File: config.mk
export PLATFORM = sky130hd
export DESIGN_NAME = uart_frame_feeder_flat
export DESIGN_NICKNAME = d
export VERILOG_FILES = /design/src/rtl/uart_frame_feeder_if.sv /design/src/rtl/uart_frame_feeder.sv /design/src/flat_wrapper.sv
export SDC_FILE = /design/constraint.sdc
export NUM_CORES = 1
export LEC_CHECK = 0
export ABC_CLOCK_PERIOD_IN_PS = 6910
export BUFFER_PORTS_ARGS = -buffer_cell sky130_fd_sc_hd__buf_4
export CAP_MARGIN = 20
export CORE_MARGIN = 8
export CORE_UTILIZATION = 60
export CTS_CLUSTER_DIAMETER = 50
export DETAILED_ROUTE_END_ITERATION = 8
export GPL_TIMING_DRIVEN = 0
export PLACE_DENSITY = 0.83
export SYNTH_ARGS = -nofsm -noshare
export SYNTH_HDL_FRONTEND = slang
export SYNTH_SLANG_ARGS = --single-unit
File: constraint.sdc
create_clock -name clk -period 6.91 [get_ports clk]
set_clock_uncertainty 0.15 [all_clocks]
set_input_delay 1.382 -clock clk [delete_from_list [all_inputs] [get_ports clk]]
set_output_delay 1.382 -clock clk [all_outputs]
set_load 0.05 [all_outputs]
File: src/rtl/uart_frame_feeder_if.sv
// Handshake bundle between the frame feeder, its requester and the 8N1 byte transmitter.
// The master view belongs to the feeder; the slave view is the surrounding environment.
`timescale 1ns/1ps
interface uart_frame_feeder_if;
    logic        send_req;
    logic [31:0] freq_word;
    logic        ready;
    logic        frame_done;
    logic        frame_err;
    logic [7:0]  uart_data;
    logic        uart_tx_en;
    logic        uart_tx_busy;

    modport master (
        input  send_req, freq_word, uart_tx_busy,
        output ready, frame_done, frame_err, uart_data, uart_tx_en
    );

    modport slave (
        output send_req, freq_word, uart_tx_busy,
        input  ready, frame_done, frame_err, uart_data, uart_tx_en
    );
endinterface

File: src/rtl/uart_frame_feeder.sv
// Formats a captured 32-bit DDS word as "<TAG>=XXXXXXXX\r\n" and paces it byte by byte
// into an 8N1 transmitter using the transmitter's enable edge and busy flag.
`timescale 1ns/1ps
module uart_frame_feeder #(
    parameter logic [7:0] CHAR_TAG     = 8'h46,
    parameter int         BUSY_TIMEOUT = 16
) (
    input logic                 clk,
    input logic                 rst,
    uart_frame_feeder_if.master bus
);

    typedef enum logic [1:0] {
        IDLE      = 2'd0,
        WAIT_BUSY = 2'd1,
        WAIT_DONE = 2'd2
    } state_t;

    localparam logic [4:0] TMO_LAST = 5'(BUSY_TIMEOUT - 1);

    state_t      state_q, state_d;
    logic [31:0] word_q, word_d;
    logic [3:0]  idx_q, idx_d;
    logic [4:0]  tmo_q, tmo_d;
    logic        ready_q, ready_d;
    logic        done_q, done_d;
    logic        err_q, err_d;
    logic        en_q, en_d;
    logic [7:0]  data_q, data_d;

    function automatic logic [7:0] hex_char(input logic [3:0] n);
        return (n < 4'd10) ? (8'h30 + {4'h0, n}) : (8'h37 + {4'h0, n});
    endfunction

    // Frame positions 2..9 carry the word's nibbles, most significant first.
    function automatic logic [7:0] frame_byte(input logic [3:0] idx, input logic [31:0] w);
        logic [2:0] nib_sel;
        nib_sel = 3'(4'd9 - idx);
        case (idx)
            4'd0:    frame_byte = CHAR_TAG;
            4'd1:    frame_byte = 8'h3D;
            4'd10:   frame_byte = 8'h0D;
            4'd11:   frame_byte = 8'h0A;
            default: frame_byte = hex_char(w[{nib_sel, 2'b00} +: 4]);
        endcase
    endfunction

    always_ff @(posedge clk) begin
        if (rst) begin
            state_q <= IDLE;
            word_q  <= 32'h0;
            idx_q   <= 4'd0;
            tmo_q   <= 5'd0;
            ready_q <= 1'b1;
            done_q  <= 1'b0;
            err_q   <= 1'b0;
            en_q    <= 1'b0;
            data_q  <= 8'h00;
        end else begin
            state_q <= state_d;
            word_q  <= word_d;
            idx_q   <= idx_d;
            tmo_q   <= tmo_d;
            ready_q <= ready_d;
            done_q  <= done_d;
            err_q   <= err_d;
            en_q    <= en_d;
            data_q  <= data_d;
        end
    end

    // A busy flag still high on entry to WAIT_DONE belongs to the byte just started.
    always_comb begin
        state_d = state_q;
        word_d  = word_q;
        idx_d   = idx_q;
        tmo_d   = tmo_q;
        ready_d = ready_q;
        done_d  = 1'b0;
        err_d   = 1'b0;
        en_d    = en_q;
        data_d  = data_q;
        case (state_q)
            IDLE: begin
                if (bus.send_req) begin
                    word_d  = bus.freq_word;
                    idx_d   = 4'd0;
                    data_d  = CHAR_TAG;
                    en_d    = 1'b1;
                    ready_d = 1'b0;
                    tmo_d   = 5'd0;
                    state_d = WAIT_BUSY;
                end
            end
            WAIT_BUSY: begin
                tmo_d = tmo_q + 5'd1;
                if (bus.uart_tx_busy) begin
                    en_d    = 1'b0;
                    state_d = WAIT_DONE;
                end else if (tmo_q == TMO_LAST) begin
                    en_d    = 1'b0;
                    err_d   = 1'b1;
                    ready_d = 1'b1;
                    state_d = IDLE;
                end
            end
            WAIT_DONE: begin
                if (!bus.uart_tx_busy) begin
                    if (idx_q == 4'd11) begin
                        done_d  = 1'b1;
                        ready_d = 1'b1;
                        state_d = IDLE;
                    end else begin
                        idx_d   = idx_q + 4'd1;
                        data_d  = frame_byte(idx_q + 4'd1, word_q);
                        en_d    = 1'b1;
                        tmo_d   = 5'd0;
                        state_d = WAIT_BUSY;
                    end
                end
            end
            default: state_d = IDLE;
        endcase
    end

    assign bus.ready      = ready_q;
    assign bus.frame_done = done_q;
    assign bus.frame_err  = err_q;
    assign bus.uart_data  = data_q;
    assign bus.uart_tx_en = en_q;

endmodule
File: src/flat_wrapper.sv
// flat-port wrapper written by rule: the top's interface ports become plain ports
module uart_frame_feeder_flat 
#(
    parameter logic [7:0] CHAR_TAG     = 8'h46,
    parameter int         BUSY_TIMEOUT = 16
)
  (clk, rst, bus_send_req, bus_freq_word, bus_uart_tx_busy, bus_ready, bus_frame_done, bus_frame_err, bus_uart_data, bus_uart_tx_en);
  uart_frame_feeder_if bus_i ();
  input logic clk;
  input logic rst;
  input wire logic [$bits(bus_i.send_req)-1:0] bus_send_req;
  input wire logic [$bits(bus_i.freq_word)-1:0] bus_freq_word;
  input wire logic [$bits(bus_i.uart_tx_busy)-1:0] bus_uart_tx_busy;
  output wire logic [$bits(bus_i.ready)-1:0] bus_ready;
  output wire logic [$bits(bus_i.frame_done)-1:0] bus_frame_done;
  output wire logic [$bits(bus_i.frame_err)-1:0] bus_frame_err;
  output wire logic [$bits(bus_i.uart_data)-1:0] bus_uart_data;
  output wire logic [$bits(bus_i.uart_tx_en)-1:0] bus_uart_tx_en;
  assign bus_i.send_req = bus_send_req;
  assign bus_i.freq_word = bus_freq_word;
  assign bus_i.uart_tx_busy = bus_uart_tx_busy;
  assign bus_ready = bus_i.ready;
  assign bus_frame_done = bus_i.frame_done;
  assign bus_frame_err = bus_i.frame_err;
  assign bus_uart_data = bus_i.uart_data;
  assign bus_uart_tx_en = bus_i.uart_tx_en;
  uart_frame_feeder #(.CHAR_TAG(CHAR_TAG), .BUSY_TIMEOUT(BUSY_TIMEOUT)) u_core (.clk(clk), .rst(rst), .bus(bus_i));
endmodule
==> metrics.md <==
| Metric | Value |
|---|---|
| Status | `finished clean` |
| Final Hold Fails | `0` |
| Cell taking the most area after synthesis | `dfxtp_1` |
| Critical Path Fanout Max | `10` |
| Hold path depth | `2` |
| Power Density | `234 nW/µm²` |
| WHS | `0.310 ns` |
| Synth async-reset ratio | `0%` |
| Rel. slew slack | `53.5%` |
| TritonCTS clock tree | `built` |
| Vias in the first global route | `2440` |
| Core area | `4600 µm²` |
| Arrival time worst endpoint | `3.12 ns` |
| Syn avg cell area | `8.16 µm²` |
| CTS buffer count | `5` |
| Row count | `25` |
| Post-CTS setup buffers | `0` |
| Maximum vdd drop | `0.149 mV` |
| Layout net count | `442` |
| Leak Pwr | `1.29 nW` |
| WL per Instance | `14.7 µm` |
| Depth of the most critical reg-to-reg path | `13` |
| Fraction of layout cells with a size suffix above 1 | `18.3%` |
| Dominant cells by area after synthesis | `dfxtp_1 39%, nand2_1 12%, a21oi_1 8.4%, ha_1 5.4%, mux2i_1 3.6%` |
| Post-route ant nets | `0` |
| Setup ws final | `3.86 ns` |
| Post-CTS sizing | `0` |
| Vias | `2536` |
| CP required | `6.98 ns` |
| Largest net degree at the start of global routing | `16` |
| Maximum buffer depth of the clock tree | `2` |
| CP max stage delay | `0.44 ns` |
| First-pass GRT wire length | `11100 µm` |
| Worst reg2reg setup slack | `3.86 ns` |
| ANT cells | `0` |
| Remaining Overflow, GRT | `0` |
| Kind of critical path | `flop to flop` |
| Worst setup path end | `u_core.bus.uart_data[6]$_SDFFE_PP0P_` |
| Max Cap Violations | `0` |
| #FFs+latches synth | `54` |
| Seq/Total Area, Yosys | `38.7%` |
| Synth cell types | `56` |
| Initial DRT Pass Iterations | `4` |
| DRT Wirelength | `6580 µm` |
| Core Util, Final | `71.3%` |
| Tot GR Track Use | `18.6%` |
| Area fraction of the dominant cell type after synthesis | `38.7%` |
| EDFF count, synth | `0` |
| Hold Path Class | `flop to flop` |
| Ys flop type | `dfxtp_1` |
| Worst reg2reg path startpoint | `u_core.idx_q[0]$_SDFFE_PP0P_` |
| Starting Density | `60.7%` |
| Initial DRC count | `167` |
| Post-CTS Hold Fix Bufs | `0` |
| H-tree Lvls | `2` |
| Placer Congestion | `0.878` |
| Top-count cell post-synth | `nand2_1` |
| Critical path depth in cells | `13` |
| Clk_lat worst skew | `0.31 ns` |
| Area growth, synth to finish | `17.4%` |
| Dpl hpwl | `5050 µm` |
| Pre-CTS setup slack | `3.85 ns` |
| Final setup vio count | `0` |
| Clk sinks | `54` |
| DRC errors left | `0` |
| Crit end category | `flop` |
| Commonest cells in the netlist | `87 x nand2_1, 54 x dfxtp_1, 47 x a21oi_1` |
| Period Utilization, post-route | `44.1%` |
| Worst-path clk slew | `0.10 ns` |
| Final Max Tran Viols | `0` |
| Fmax | `0.328 GHz` |
| Port Buf Inserts | `45` |
| Crit path launch type | `flop` |
| Initial antenna violation count | `0` |
| Gate Count Post-Synth | `342` |
| Worst-Margin Slew | `0.693 ns` |
| Critical-path cell list | `buf_4 > inv_1 > ha_1 > buf_2 > mux4_2 > nor2_1 > a211oi_1 > a21oi_2 > ha_1 > nor2_2 > nor2_1 > or2_1 > a311oi_1` |
| WP buf/inv | `3` |
| I/O Pins | `48` |
| Vert. Die Dim | `84.2 µm` |
| Root buf cell | `clkbuf_8` |
| Number of synthesis warnings | `0` |
| Die span in x | `84.2 µm` |
| Crit-path leading delay family | `compound AO/OA/AOI/OAI gates` |
| Syn nets | `390` |
| Mapped Area | `2790 µm²` |
| Critical Path Start | `u_core.idx_q[0]$_SDFFE_PP0P_` |
| Vias per cell | `5.66` |
| CP max stage cell | `dfxtp_1` |
| Setup_tns | `0 ns` |
| Die ar. | `7090 µm²` |
| Final min period | `3.05 ns` |
| Worst R2R End | `u_core.bus.uart_data[6]$_SDFFE_PP0P_` |
| Total power | `0.767 mW` |
| RSZ-0062 raised after global routing | `false` |
==> flip-flops by register name (all words and copies together), names as in the netlist, 2 cells and up <==
name	count
u_core.tmo_q	5
u_core.word_q	32
u_core.bus.uart_data	7
u_core.idx_q	4
u_core.state_q	2
==> worst reg2reg max path: cells and delay by family (launching register included) <==
family | cells | cell delay [ns]
fa+ha+maj | 2 | 0.55
mux | 1 | 0.24
simple gates | 4 | 0.42
buf+inv | 3 | 0.57
compound gates | 3 | 0.59
flops | 1 | 0.44
==> layout by cell type (no fill, tap or decap), types with 4 or more instances in the layout <==
cell / n
inv_1: 11
nor2_1: 16
a21oi_1: 47
nor3_1: 6
nand3b_1: 5
ha_1: 12
dfxtp_1: 54
mux4_2: 4
nand2_1: 87
o21ai_0: 7
clkbuf_1: 15
clkbuf_8: 5
mux2i_1: 10
buf_4: 48
and2_1: 5
==> worst min path at each step <==
| stage | startpoint | endpoint |
|---|---|---|
| 5_1_grt | u_core.word_q[30]$_SDFFE_PP0P_ | u_core.word_q[30]$_SDFFE_PP0P_ |
| 2_1_floorplan | u_core.word_q[30]$_SDFFE_PP0P_ | u_core.word_q[30]$_SDFFE_PP0P_ |
| 3_3_place_gp | u_core.word_q[30]$_SDFFE_PP0P_ | u_core.word_q[30]$_SDFFE_PP0P_ |
| 6_report | u_core.word_q[1]$_SDFFE_PP0P_ | u_core.word_q[1]$_SDFFE_PP0P_ |
| 3_5_place_dp | u_core.word_q[30]$_SDFFE_PP0P_ | u_core.word_q[30]$_SDFFE_PP0P_ |
| 4_1_cts | u_core.word_q[30]$_SDFFE_PP0P_ | u_core.word_q[30]$_SDFFE_PP0P_ |
==> power by group <==
| part | total (mW) | switching, mW | internal [mW] |
|---|---|---|---|
| Sequential | 0.363 | 0.0192 | 0.344 |
| Clock | 0.169 | 0.0995 | 0.0698 |
| Combinational | 0.235 | 0.149 | 0.0865 |
| Total | 0.767 | 0.267 | 0.500 |
==> metrics by stage <==
stage / std cells / cell area, µm²
after floorplan: 342 / 2790
after detailed placement: 441 / 3200
after global routing: 448 / 3280
final: 448 / 3280
after global placement: 441 / 3200
after CTS: 448 / 3280
==> layout make-up <==
cell class,count,area [µm²]
timing repair buffer,45,338
tap,54,67.6
inverter,11,41.3
clock buffer,6,72.6
clock inverter,1,7.51
sequential,54,1080
fill,400,1320
buffer,20,103
multi-input combinational,257,1570
==> cells by family after synthesis <==
logic type | synth area share, %
flops | 38.7
other cells | 0.134
fa+ha+maj | 5.38
compound gates | 19.0
mux | 7.62
xor+xnor | 1.61
simple gates | 22.3
buf+inv | 5.15
==> per-layer routing <==
metal | global-route usage (%) | part of all wire (%)
met1 | 22.4 | 42
met2 | 31.3 | 49
met3 | 4.26 | 6.9
met4 | 6.59 | 2.0
met5 | 0 | 0
Power figures use the tool's default switching activity.
